===== src/rtl/imm_decode_ctrl_if.sv =====
// Fetch-side and issue-side handshake bundle for the immediate-decode sequencer.
// slave is the sequencer's view; master is the surrounding pipeline's view.
interface imm_decode_ctrl_if #(
    parameter int unsigned PC_WIDTH = 32
);
    logic                IN_VALID;
    logic                IN_READY;
    logic [31:0]         INSTRUCTION;
    logic [PC_WIDTH-1:0] PC;
    logic                OUT_VALID;
    logic                OUT_READY;
    logic [31:0]         OUT_INSTRUCTION;
    logic [PC_WIDTH-1:0] OUT_PC;
    logic [3:0]          IMM_SEL;
    logic                IMM_EN;
    logic                ILLEGAL;

    modport slave (
        input  IN_VALID, INSTRUCTION, PC, OUT_READY,
        output IN_READY, OUT_VALID, OUT_INSTRUCTION, OUT_PC, IMM_SEL, IMM_EN, ILLEGAL
    );

    modport master (
        output IN_VALID, INSTRUCTION, PC, OUT_READY,
        input  IN_READY, OUT_VALID, OUT_INSTRUCTION, OUT_PC, IMM_SEL, IMM_EN, ILLEGAL
    );
endinterface


===== src/rtl/imm_decode_ctrl.sv =====
// Decode-stage sequencer: decodes opcode/funct3 into an immediate-select code and holds
// results in a head + skid pair so downstream back-pressure never drops a fetch.
module imm_decode_ctrl #(
    parameter int unsigned PC_WIDTH      = 32,
    parameter logic [6:0]  CUSTOM_OPCODE = 7'b0001011
) (
    input logic              CLK,
    input logic              RESET,
    input logic              FLUSH,
    imm_decode_ctrl_if.slave bus
);

    typedef enum logic [1:0] {StEmpty, StOne, StFull} state_e;

    typedef struct packed {
        logic [31:0]         instr;
        logic [PC_WIDTH-1:0] pc;
        logic [3:0]          sel;
        logic                en;
        logic                ill;
    } entry_t;

    state_e state_q, state_d;
    logic   in_ready_q, in_ready_d;
    logic   out_valid_q, out_valid_d;
    entry_t head_q, head_d;
    entry_t skid_q, skid_d;
    entry_t in_entry;
    logic   accept, pop;

    logic [6:0] opcode;
    logic [2:0] funct3;

    assign opcode = bus.INSTRUCTION[6:0];
    assign funct3 = bus.INSTRUCTION[14:12];

    always_comb begin
        in_entry.instr = bus.INSTRUCTION;
        in_entry.pc    = bus.PC;
        in_entry.sel   = 4'b0000;
        in_entry.en    = 1'b0;
        in_entry.ill   = 1'b0;
        case (opcode)
            7'b0110111, 7'b0010111: in_entry.en = 1'b1;
            7'b1101111: begin
                in_entry.sel = 4'b0001;
                in_entry.en  = 1'b1;
            end
            7'b1100111, 7'b0000011: begin
                in_entry.sel = 4'b0010;
                in_entry.en  = 1'b1;
            end
            7'b0010011: begin
                // Shift-immediates carry a shamt field instead of a full I-immediate.
                in_entry.sel = (funct3 == 3'b001 || funct3 == 3'b101) ? 4'b0101 : 4'b0010;
                in_entry.en  = 1'b1;
            end
            7'b1100011: begin
                in_entry.sel = 4'b0011;
                in_entry.en  = 1'b1;
            end
            7'b0100011: begin
                in_entry.sel = 4'b0100;
                in_entry.en  = 1'b1;
            end
            7'b0110011, 7'b0001111, 7'b1110011: ;
            default: begin
                if (opcode == CUSTOM_OPCODE) begin
                    in_entry.sel = 4'b1010;
                    in_entry.en  = 1'b1;
                end else begin
                    in_entry.ill = 1'b1;
                end
            end
        endcase
    end

    assign accept = bus.IN_VALID & in_ready_q;
    assign pop    = out_valid_q & bus.OUT_READY;

    always_comb begin
        state_d = state_q;
        head_d  = head_q;
        skid_d  = skid_q;
        if (FLUSH) begin
            state_d = StEmpty;
        end else begin
            case (state_q)
                StEmpty: begin
                    if (accept) begin
                        head_d  = in_entry;
                        state_d = StOne;
                    end
                end
                StOne: begin
                    if (accept && pop) begin
                        head_d = in_entry;
                    end else if (accept) begin
                        skid_d  = in_entry;
                        state_d = StFull;
                    end else if (pop) begin
                        state_d = StEmpty;
                    end
                end
                StFull: begin
                    if (pop) begin
                        head_d  = skid_q;
                        state_d = StOne;
                    end
                end
                default: state_d = StEmpty;
            endcase
        end
        in_ready_d  = (state_d != StFull);
        out_valid_d = (state_d != StEmpty);
    end

    always_ff @(posedge CLK) begin
        if (RESET) begin
            state_q     <= StEmpty;
            in_ready_q  <= 1'b1;
            out_valid_q <= 1'b0;
        end else begin
            state_q     <= state_d;
            in_ready_q  <= in_ready_d;
            out_valid_q <= out_valid_d;
        end
    end

    // Payload needs no reset: every output field is masked by out_valid_q.
    always_ff @(posedge CLK) begin
        head_q <= head_d;
        skid_q <= skid_d;
    end

    assign bus.IN_READY        = in_ready_q;
    assign bus.OUT_VALID       = out_valid_q;
    assign bus.OUT_INSTRUCTION = out_valid_q ? head_q.instr : '0;
    assign bus.OUT_PC          = out_valid_q ? head_q.pc    : '0;
    assign bus.IMM_SEL         = out_valid_q ? head_q.sel   : 4'b0000;
    assign bus.IMM_EN          = out_valid_q & head_q.en;
    assign bus.ILLEGAL         = out_valid_q & head_q.ill;

endmodule


===== src/flat_wrapper.sv =====
// flat-port wrapper written by rule: the top's interface ports become plain ports
module imm_decode_ctrl_flat 
#(
    parameter int unsigned PC_WIDTH      = 32,
    parameter logic [6:0]  CUSTOM_OPCODE = 7'b0001011
)
  (CLK, RESET, FLUSH, bus_IN_VALID, bus_INSTRUCTION, bus_PC, bus_OUT_READY, bus_IN_READY, bus_OUT_VALID, bus_OUT_INSTRUCTION, bus_OUT_PC, bus_IMM_SEL, bus_IMM_EN, bus_ILLEGAL);
  imm_decode_ctrl_if #(.PC_WIDTH(PC_WIDTH)) bus_i ();
  input logic CLK;
  input logic RESET;
  input logic FLUSH;
  input wire logic [$bits(bus_i.IN_VALID)-1:0] bus_IN_VALID;
  input wire logic [$bits(bus_i.INSTRUCTION)-1:0] bus_INSTRUCTION;
  input wire logic [$bits(bus_i.PC)-1:0] bus_PC;
  input wire logic [$bits(bus_i.OUT_READY)-1:0] bus_OUT_READY;
  output wire logic [$bits(bus_i.IN_READY)-1:0] bus_IN_READY;
  output wire logic [$bits(bus_i.OUT_VALID)-1:0] bus_OUT_VALID;
  output wire logic [$bits(bus_i.OUT_INSTRUCTION)-1:0] bus_OUT_INSTRUCTION;
  output wire logic [$bits(bus_i.OUT_PC)-1:0] bus_OUT_PC;
  output wire logic [$bits(bus_i.IMM_SEL)-1:0] bus_IMM_SEL;
  output wire logic [$bits(bus_i.IMM_EN)-1:0] bus_IMM_EN;
  output wire logic [$bits(bus_i.ILLEGAL)-1:0] bus_ILLEGAL;
  assign bus_i.IN_VALID = bus_IN_VALID;
  assign bus_i.INSTRUCTION = bus_INSTRUCTION;
  assign bus_i.PC = bus_PC;
  assign bus_i.OUT_READY = bus_OUT_READY;
  assign bus_IN_READY = bus_i.IN_READY;
  assign bus_OUT_VALID = bus_i.OUT_VALID;
  assign bus_OUT_INSTRUCTION = bus_i.OUT_INSTRUCTION;
  assign bus_OUT_PC = bus_i.OUT_PC;
  assign bus_IMM_SEL = bus_i.IMM_SEL;
  assign bus_IMM_EN = bus_i.IMM_EN;
  assign bus_ILLEGAL = bus_i.ILLEGAL;
  imm_decode_ctrl #(.PC_WIDTH(PC_WIDTH), .CUSTOM_OPCODE(CUSTOM_OPCODE)) u_core (.CLK(CLK), .RESET(RESET), .FLUSH(FLUSH), .bus(bus_i));
endmodule

===== config.mk =====
export PLATFORM = sky130hd
export DESIGN_NAME = imm_decode_ctrl_flat
export DESIGN_NICKNAME = d
export VERILOG_FILES = /design/src/rtl/imm_decode_ctrl_if.sv /design/src/rtl/imm_decode_ctrl.sv /design/src/flat_wrapper.sv
export SDC_FILE = /design/constraint.sdc
export NUM_CORES = 1
export LEC_CHECK = 0
export ABC_AREA = 1
export BUFFER_PORTS_ARGS = -buffer_cell sky130_fd_sc_hd__buf_2
export CAP_MARGIN = 20
export CORE_MARGIN = 1.5
export CORE_UTILIZATION = 35
export DETAILED_ROUTE_END_ITERATION = 12
export GPL_TIMING_DRIVEN = 1
export PLACE_DENSITY_LB_ADDON = 0.08
export SETUP_SLACK_MARGIN = 0.2
export SLEW_MARGIN = 25
export SYNTH_ARGS = -nofsm -noshare
export SYNTH_HDL_FRONTEND = slang
export SYNTH_SLANG_ARGS = --single-unit

===== constraint.sdc =====
create_clock -name CLK -period 6 [get_ports CLK]
set_clock_uncertainty 0.05 [all_clocks]
set_input_delay 0 -clock CLK [delete_from_list [all_inputs] [get_ports CLK]]
set_output_delay 0 -clock CLK [all_outputs]
set_load 0.03 [all_outputs]

==> metrics.cfg, run 1 <==
[clock_tree]
clock_tree.buffer_depth = 2
numCtsBuffers = 17
root_buffer = clkbuf_16
cts.clk_slew.worst_paths_ns = 0.05
clk_latency_ns = 0.41
cts-htree-levels = 4
clkSinkCount = 144
cts_tree = built

[grt]
grt_usage_pct = 15.4
grt_pass1_vias = 4242
grt_pass1_wl_um = 21300
grt_max_degree = 77
gr-total-overflow = 0
antenna_found_initial = 0

[floorplanning]
core-area_mm2 = 0.0167
boundaryPins = 141
die_area_mm2 = 0.0180
fp-row-count = 47
die_x_um = 134
start_util_pct = 36.1
die_h_um = 134

[critical_path]
rr_worst_depth = 4
critPathKind = register to register
setup.worst_path.end_class = register
worstPathArrival_ns = 2.53
crit_slowest_cell = buf_4
critPathRequiredTime_ns = 5.99
cp_slowest_stage_delay_ns = 0.74
crit_chain = inv_1 -> nand3_1 -> nor3_4 -> buf_4
crit_fanout = 52
critPathLaunchType = register

[logic_synthesis]
syn_area_per_cell_um2 = 10.4
netlist_instances = 581
ys_seq_area_share_pct = 71.0
synth_cell_types = 23
synth-seq-cells = 144
synth_area_mm2 = 0.00604
syn_nets = 650
yosysWarnings = 0

[place]
place_area_mm2 = 0.00694
port_buffers = 140
hpwl_um = 8110
dpl.cell_count = 923
place_congestion = 0.815

[finish]
area_growth_pct = 36.0
fin_area_mm2 = 0.00821
instances_no_fill = 1023
insertedDiodeCount = 0
final_layout_size_suffix_gt1_share_pct = 22.9
utilization_pct = 49.2
final_nets = 860

[routing]
drtIter0Drc = 257
dr.pass1.iters = 5
routed_wl_um = 13200
viasPerCell = 4.28
dr_total_vias = 4380
wl_per_cell_um = 12.9
drc = 0
postRouteAntennaNets = 0

[power]
p_total_mw = 2.38
power_density_mw_per_mm2 = 290
peakVddDrop_v = 0.000169
leakage_nw = 4.05

[outcome]
outcome = complete, no violations

[timing]
relSlewSlack_pct = 43.4
finalCritPeriodShare_pct = 42.3
setup_violations = 0
timing.final.crit_period_ns = 2.54
fmax_mhz = 394
hold_viol = 0
drv_slew = 0
worst_pin_slew_ns = 0.846
finalSetupTns_ns = 0
rsz0062_at_grt = no

[worst_hold_path]
min_path_type = input port to register
hold_depth = 6

[flow_run]
cap_violations = 0

[logic make-up (layout without fill, tap and decap cells)]
| group | count (synthesis) | after routing | synth area share [%] |
|---|---|---|---|
| compound gates | 13 | 13 | 1.20 |
| flops | 144 | 144 | 71.0 |
| simple gates | 318 | 318 | 20.5 |
| buf+inv | 106 | 328 | 7.38 |
[sequential cells by signal (all words and copies together), names as in the netlist]
register              cells
u_core.bus.IN_READY       1
u_core.bus.OUT_VALID      1
u_core.head_q            70
u_core.skid_q            70
u_core.state_q            2
[timing repair]
action | 4_1_cts | 5_1_grt
endpoints found under the hold margin | 150 | 0
resized for setup | 0 | 0
hold buffers | 68 | 0
buffers inserted | 0 | 0
endpoints found under the setup margin | 0 | 0
[layout by cell type (no fill, tap or decap), types with 2 or more instances in the layout]
cell / Yosys / final
nand2_1: 286 / 286
buf_2: 5 / 140
edfxtp_1: 140 / 140
inv_1: 80 / 80
dlygate4sd3_1: 0 / 68
clkbuf_16: 0 / 17
nor2_1: 15 / 14
o21ai_0: 7 / 7
nand3_1: 6 / 6
clkbuf_1: 11 / 6
clkinv_2: 0 / 4
buf_4: 1 / 4
inv_2: 4 / 3
bufinv_16: 0 / 3
dfxtp_1: 4 / 3
nor2_4: 0 / 2
nand2_2: 2 / 2
nor2_2: 3 / 2
nor3_1: 3 / 2
a21oi_1: 2 / 2
[per-layer routing]
layer	track usage (%)	share of wire (%)
met3	3.44	3.8
met2	26.3	50
met5	0	0
met4	6.87	1.6
met1	18.8	44
[final cells by class]
type / count / area, um2
well taps: 220 / 275
flip-flops and latches: 144 / 4290
fillers: 1589 / 8490
clock inverters: 8 / 114
multi-input cells: 331 / 1330
inverters: 84 / 318
repair buffers: 213 / 1440
clock buffers: 23 / 448
[worst max-delay path, delay by kind of cell (launching register included)]
family	cells	cell delay, ns
buffers and inverters	2	0.88
and+or+nand+nor	2	0.87
DFF	1	0.32
[cells in the mapped netlist (all sizes together)]
cell type | instances | area share, %
nand2 | 288 | 18
o22ai | 1 | 0.10
clkbuf | 11 | 0.68
nand4 | 2 | 0.31
dfxtp | 4 | 1.3
a21oi | 3 | 0.31
nor2 | 18 | 1.2
o21a | 1 | 0.12
buf | 11 | 1.5
nand3 | 6 | 0.50
edfxtp | 140 | 70
o21ai | 8 | 0.66
nor3 | 4 | 0.41
inv | 84 | 5.2
[metrics by stage]
stage	setup WS [ns]	hold WS, ns
final	3.46	0.0999
after global routing	3.29	0.157
after CTS	3.32	0.0792
after detailed placement	3.35	0.145
after global placement	3.43	0.145
after floorplan	1.52	0.0489
[power breakdown]
group / internal, mW / switching (mW) / total, mW
combinational: 0.0812 / 0.129 / 0.210
sequential: 1.14 / 0.00774 / 1.15
clock: 0.647 / 0.374 / 1.02
[final timing paths]
check	startpoint	to	slack, ns
hold / removal	bus_IN_VALID	u_core.state_q[0]	0.1
setup / recovery	u_core.state_q[1]	u_core.skid_q[15]	3.46
setup reg to reg	u_core.state_q[1]	u_core.skid_q[15]	3.46
hold reg to reg	u_core.skid_q[25]	u_core.head_q[25]	0.47
Note: power is estimated with default switching activity, not from simulation.
==> run 2: changes to the inputs <==
Clock period 6 ns to 2.2 ns, I/O delays scaled along.
==> metrics.cfg, run 2 (same netlist as run 1, synthesis figures left out) <==
[grt]
gr-total-overflow = 0
grt_usage_pct = 15.3
grt_pass1_vias = 4267
grt_pass1_wl_um = 21200
grt_max_degree = 72
antenna_found_initial = 0

[finish]
n_fill_cell = 1565
mostFrequentLayoutCells = nand2_1, buf_2, edfxtp_1
insertedDiodeCount = 0
utilization_pct = 49.7
multi_input_area_mm2 = 0.00135
final_common_cell = nand2_1
final_layout_size_suffix_gt1_share_pct = 24.4
final_nets = 863
area_growth_pct = 37.4
regArea_mm2 = 0.00429
fin_area_mm2 = 0.00829
instances_no_fill = 1026
reg_top3 = u_core.head_q: 70 flops, u_core.skid_q: 70 flops, u_core.state_q: 2 flops

[routing]
dr_total_vias = 4384
routed_wl_um = 13300
wl_per_cell_um = 13.0
drtIter0Drc = 234
viasPerCell = 4.27
postRouteAntennaNets = 0
dr.pass1.iters = 4
drc = 0

[place]
dpl.cell_count = 927
port_buffers = 140
place_area_mm2 = 0.00703
hpwl_um = 8280
place_congestion = 0.744
place_ws_ns = 0.393

[critical_path]
reg2reg_to = u_core.bus.OUT_VALID
rr_worst_depth = 9
crit_slowest_cell = dlygate4sd3_1
r2r_slack_ns = 0.33
critPathRequiredTime_ns = 2.50
crit_end = u_core.bus.OUT_VALID
critPathKind = register to register
timing.critical_path.mode_cell = nand2_1
startpoint = u_core.state_q[1]
setup.worst_path.end_class = register
cp_slowest_stage_delay_ns = 0.58
crit_chain = inv_1 -> nor2_4 -> buf_8 -> nand2_1 -> o21a_1 -> nor2_1 -> nand2_1 -> dlygate4sd3_1 -> nand2_1
r2r_start = u_core.state_q[1]
crit_fanout = 4
worstPathArrival_ns = 2.17
critPathLaunchType = register

[power]
peakVddDrop_v = 0.000506
p_int_mw = 5.00
p_clk_share_pct = 42.7
switching_share_pct = 22.9
power_density_mw_per_mm2 = 783
p_sw_mw = 1.49
leakage_nw = 4.07
p_comb_share_pct = 8.9
power.share.sequential_pct = 48.4

[timing]
worst_pin_slew_ns = 0.710
finalCritPeriodShare_pct = 85.1
timing.final.crit_period_ns = 1.87
drv_slew = 0
setup_violations = 0
rsz0062_at_grt = no
hold_viol = 0
relSlewSlack_pct = 52.7
fmax_mhz = 534
setup_slack_ns = 0.328
finalHoldWorstSlack_ns = 0.0312

[clock_tree]
root_buffer = clkbuf_16
clkSinkCount = 144
numCtsBuffers = 17
cts-htree-levels = 4
clock_tree.buffer_depth = 2
cts.clk_slew.worst_paths_ns = 0.06
cts_tree = built
clk_latency_ns = 0.41

[outcome]
outcome = complete, no violations

[floorplanning]
core-area_mm2 = 0.0167
die_x_um = 134
die_h_um = 134
die_area_mm2 = 0.0180
fp-row-count = 47
start_util_pct = 36.1
boundaryPins = 141

[worst_hold_path]
min_path_type = input port to register

[flow_run]
cap_violations = 0

[run 2: cell count changes in the layout (fill, tap and decap cells not counted), sizes merged]
cell	change
inv	+1
bufinv	-1
buf	+4
clkbuf	-5
clkinvlp	+5
dlygate4sd3	-1
[run 2: worst min-delay path by stage]
| stage | slack [ns] | from | depth (start not counted) | to |
|---|---|---|---|---|
| after floorplan | 0.05 | bus_PC[4] | 0 | u_core.skid_q[10] |
| after global placement | 0.15 | bus_PC[7] | 1 | u_core.skid_q[13] |
| after detailed placement | 0.15 | bus_INSTRUCTION[21] | 1 | u_core.skid_q[59] |
| after CTS | 0.004 | bus_OUT_READY | 6 | u_core.state_q[0] |
| after global routing | 0.06 | bus_OUT_READY | 6 | u_core.state_q[0] |
| final | 0.03 | bus_OUT_READY | 6 | u_core.state_q[0] |
[run 2: final cells by class]
type | instances | area share, %
flip-flops and latches | 144 | 51.7
repair buffers | 216 | 17.9
clock buffers | 18 | 5.17
clock inverters | 13 | 1.70
inverters | 84 | 3.83
multi-input cells | 331 | 16.3
well taps | 220 | 3.32
[run 2: timing repair]
action,4_1_cts,5_1_grt
gates cloned,0,0
hold endpoints to repair,132,0
setup buffers,0,1
resized for setup,1,2
pin swaps,0,1
hold buffers,67,0
endpoints found under the setup margin,1,3
[run 2: routing by layer]
layer	wire (um)	share of wire [%]	global-route usage, %	vias up
met5	0	0	0	-
li1	-	-	-	2253
met3	542	4.1	3.59	19
met1	6100	46	19.4	2010
met2	6470	48	25.4	102
met4	229	1.7	6.39	0
[run 2: power by group through the flow]
stage,Combinational (mW),Sequential (mW),Clock [mW]
2_1_floorplan,0.291,3.20,0
3_3_place_gp,0.490,3.19,0
3_5_place_dp,0.496,3.20,0
4_1_cts,0.590,3.14,2.85
5_1_grt,0.641,3.14,2.97
6_report,0.578,3.14,2.77
[run 2: metrics by stage]
| step | setup TNS (ns) | power (mW) |
|---|---|---|
| global placement | 0 | 3.68 |
| detailed placement | 0 | 3.69 |
| CTS | 0 | 6.58 |
| floorplan | -49.77 | 3.49 |
| global route | 0 | 6.75 |
| finish | 0 | 6.49 |
[run 2: critical path: cells and delay by family, from the launching register on]
kind            cells  cell delay (ns)
simple gates        5             0.47
compound gates      1             0.11
flops               1             0.35
buf+inv             3             0.82
==> run 3: changes to the inputs <==
Settings changed: ABC_AREA 1 to not set, CTS_BUF_LIST set to sky130_fd_sc_hd__clkbuf_4 sky130_fd_sc_hd__clkbuf_8.
==> metrics.cfg, run 3 <==
[outcome]
outcome = complete, no violations

[timing]
worst_pin_slew_ns = 0.409
fmax_mhz = 560
rsz0062_at_grt = no
timing.final.crit_period_ns = 1.79
setup_slack_ns = 0.414
hold_viol = 0
finalHoldWorstSlack_ns = 0.231
finalCritPeriodShare_pct = 81.2
setup_violations = 0
drv_slew = 0
relSlewSlack_pct = 72.5

[logic_synthesis]
syn_nets = 428
yosys-top-cells-count = edfxtp_1, and2_1, mux2_2
synthTopCellsByArea = edfxtp_1, mux2_2, and2_1
synth-seq-cells = 144
synth_cell_types = 39
synth_simple_gate_area_share_pct = 10.9
synth_top_area_share_pct = 69.8
synth_most_common_cell = edfxtp_1
synth_area_mm2 = 0.00602
ys_seq_area_share_pct = 71.2
synth_largest_area_cell = edfxtp_1
async_flop_share_pct = 0
yosysWarnings = 0
synth-compound-area-share_pct = 3.05
netlist_instances = 359
syn_area_per_cell_um2 = 16.8
synth-xor-area-share_pct = 0.145
synth_ff_type = edfxtp_1
synth_fa_ha_area_share_pct = 0
synth_mux_area_share_pct = 12.5
synth_edf_count = 140
synth_top_family_by_area = multiplexers

[clock_tree]
cts-htree-levels = 4
cts_tree = built
post_cts_buffers = 0
clkSinkCount = 144
clk_latency_ns = 0.44
cts.clk_slew.worst_paths_ns = 0.08
numCtsBuffers = 17
root_buffer = clkbuf_8
clock_tree.buffer_depth = 2

[place]
place_congestion = 0.698
hpwl_um = 7810
port_buffers = 140
place_ws_ns = 0.423

[routing]
dr.pass1.iters = 4
drtIter0Drc = 201
routed_wl_um = 12700
viasPerCell = 4.57
dr_total_vias = 3690
drc = 0
postRouteAntennaNets = 0
wl_per_cell_um = 15.8

[grt]
gr-total-overflow = 0
grt_pass1_wl_um = 20100
grt_usage_pct = 14.8
grt_max_degree = 55
grt_pass1_vias = 3887
antenna_found_initial = 0

[floorplanning]
core-area_mm2 = 0.0167
boundaryPins = 141
die_area_mm2 = 0.0180
fp-row-count = 47
start_util_pct = 36.1
die_h_um = 134
die_x_um = 134

[power]
p_sw_mw = 1.34
p_clk_share_pct = 40.6
peakVddDrop_v = 0.000342
power.share.sequential_pct = 50.6
power_density_mw_per_mm2 = 754
p_comb_share_pct = 8.8
p_int_mw = 4.83
leakage_nw = 3.11
p_total_mw = 6.17
switching_share_pct = 21.7

[flow_run]
cap_violations = 0

[critical_path]
critPathLaunchType = register
crit_fanout = 54
critPathRequiredTime_ns = 2.53
r2r_slack_ns = 0.41
setup.worst_path.end_class = register
critPathKind = register to register
worstPathArrival_ns = 2.11

[finish]
insertedDiodeCount = 0
mostFrequentLayoutCells = buf_2, edfxtp_1, and2_1
regArea_mm2 = 0.00429
area_growth_pct = 35.9
multi_input_area_mm2 = 0.00164
reg_top3 = u_core.head_q: 70 flops, u_core.skid_q: 70 flops, u_core.state_q: 2 flops
n_fill_cell = 1536
final_layout_size_suffix_gt1_share_pct = 44.6
final_nets = 643

[worst_hold_path]
min_path_type = input port to register

[run 3: worst max-delay path: stages (launching register included)]
cell	delay, ns
dfxtp_1	0.34
and2b_4	0.28
buf_12	0.29
nor2_1	0.09
nor3_1	0.13
dlygate4sd3_1	0.56
[run 3: cell families (layout without fill, tap and decap cells)]
| kind of cell | after synthesis | count (layout) |
|---|---|---|
| flip-flops | 144 | 144 |
| AND/OR/NAND/NOR | 105 | 105 |
| multiplexers | 67 | 67 |
| AO/OA/AOI/OAI | 22 | 22 |
| buffers and inverters | 20 | 248 |
| XOR/XNOR | 1 | 1 |
[run 3: through the flow]
stage                     setup TNS (ns)  std cells  area [um2]  utilization (%)
after floorplan                   -99.32        359        6060                -
after global placement                 0        706        7010             42.0
after detailed placement               0        706        7010             42.0
after CTS                              0        807        8180             49.0
after global routing                   0        807        8180             49.0
final                                  0        807        8180             49.0
[run 3: worst paths after layout]
| path | start | endpoint | cells after the start |
|---|---|---|---|
| worst max-delay path | u_core.state_q[0] | u_core.bus.OUT_VALID | 5 |
| worst min-delay path | bus_PC[26] | u_core.skid_q[32] | 2 |
| worst max register to register | u_core.state_q[0] | u_core.bus.OUT_VALID | 5 |
| worst min register to register | u_core.skid_q[3] | u_core.head_q[3] | 1 |
[run 3: power groups by stage]
stage / clock network (mW) / registers, mW / logic (mW)
floorplan: 0 / 3.18 / 0.278
global placement: 0 / 3.18 / 0.448
detailed placement: 0 / 3.19 / 0.454
CTS: 2.57 / 3.12 / 0.553
global route: 2.68 / 3.13 / 0.591
finish: 2.50 / 3.12 / 0.543
[run 3: area by class of cell]
cell class | instances | area share [%]
Clock buffer | 18 | 2.95
Clock inverter | 14 | 2.89
Multi-Input combinational cell | 195 | 20.0
Sequential cell | 144 | 52.5
Tap cell | 220 | 3.36
Timing Repair Buffer | 216 | 18.3
[run 3: repair_timing]
| item | 4_1_cts | 5_1_grt |
|---|---|---|
| hold endpoints to repair | 136 | 0 |
| gates resized for setup | 0 | 1 |
| hold buffers | 69 | 0 |
| endpoints found under the setup margin | 0 | 42 |
[run 3: routing by layer]
metal  global-route usage (%)  up-vias  part of all wire [%]
met2                     25.5       93                    49
met3                     3.59       16                   4.2
met4                     5.79        0                   1.6
met1                     18.0     1802                    45
met5                        0        -                     0
li1                         -     1779                     -
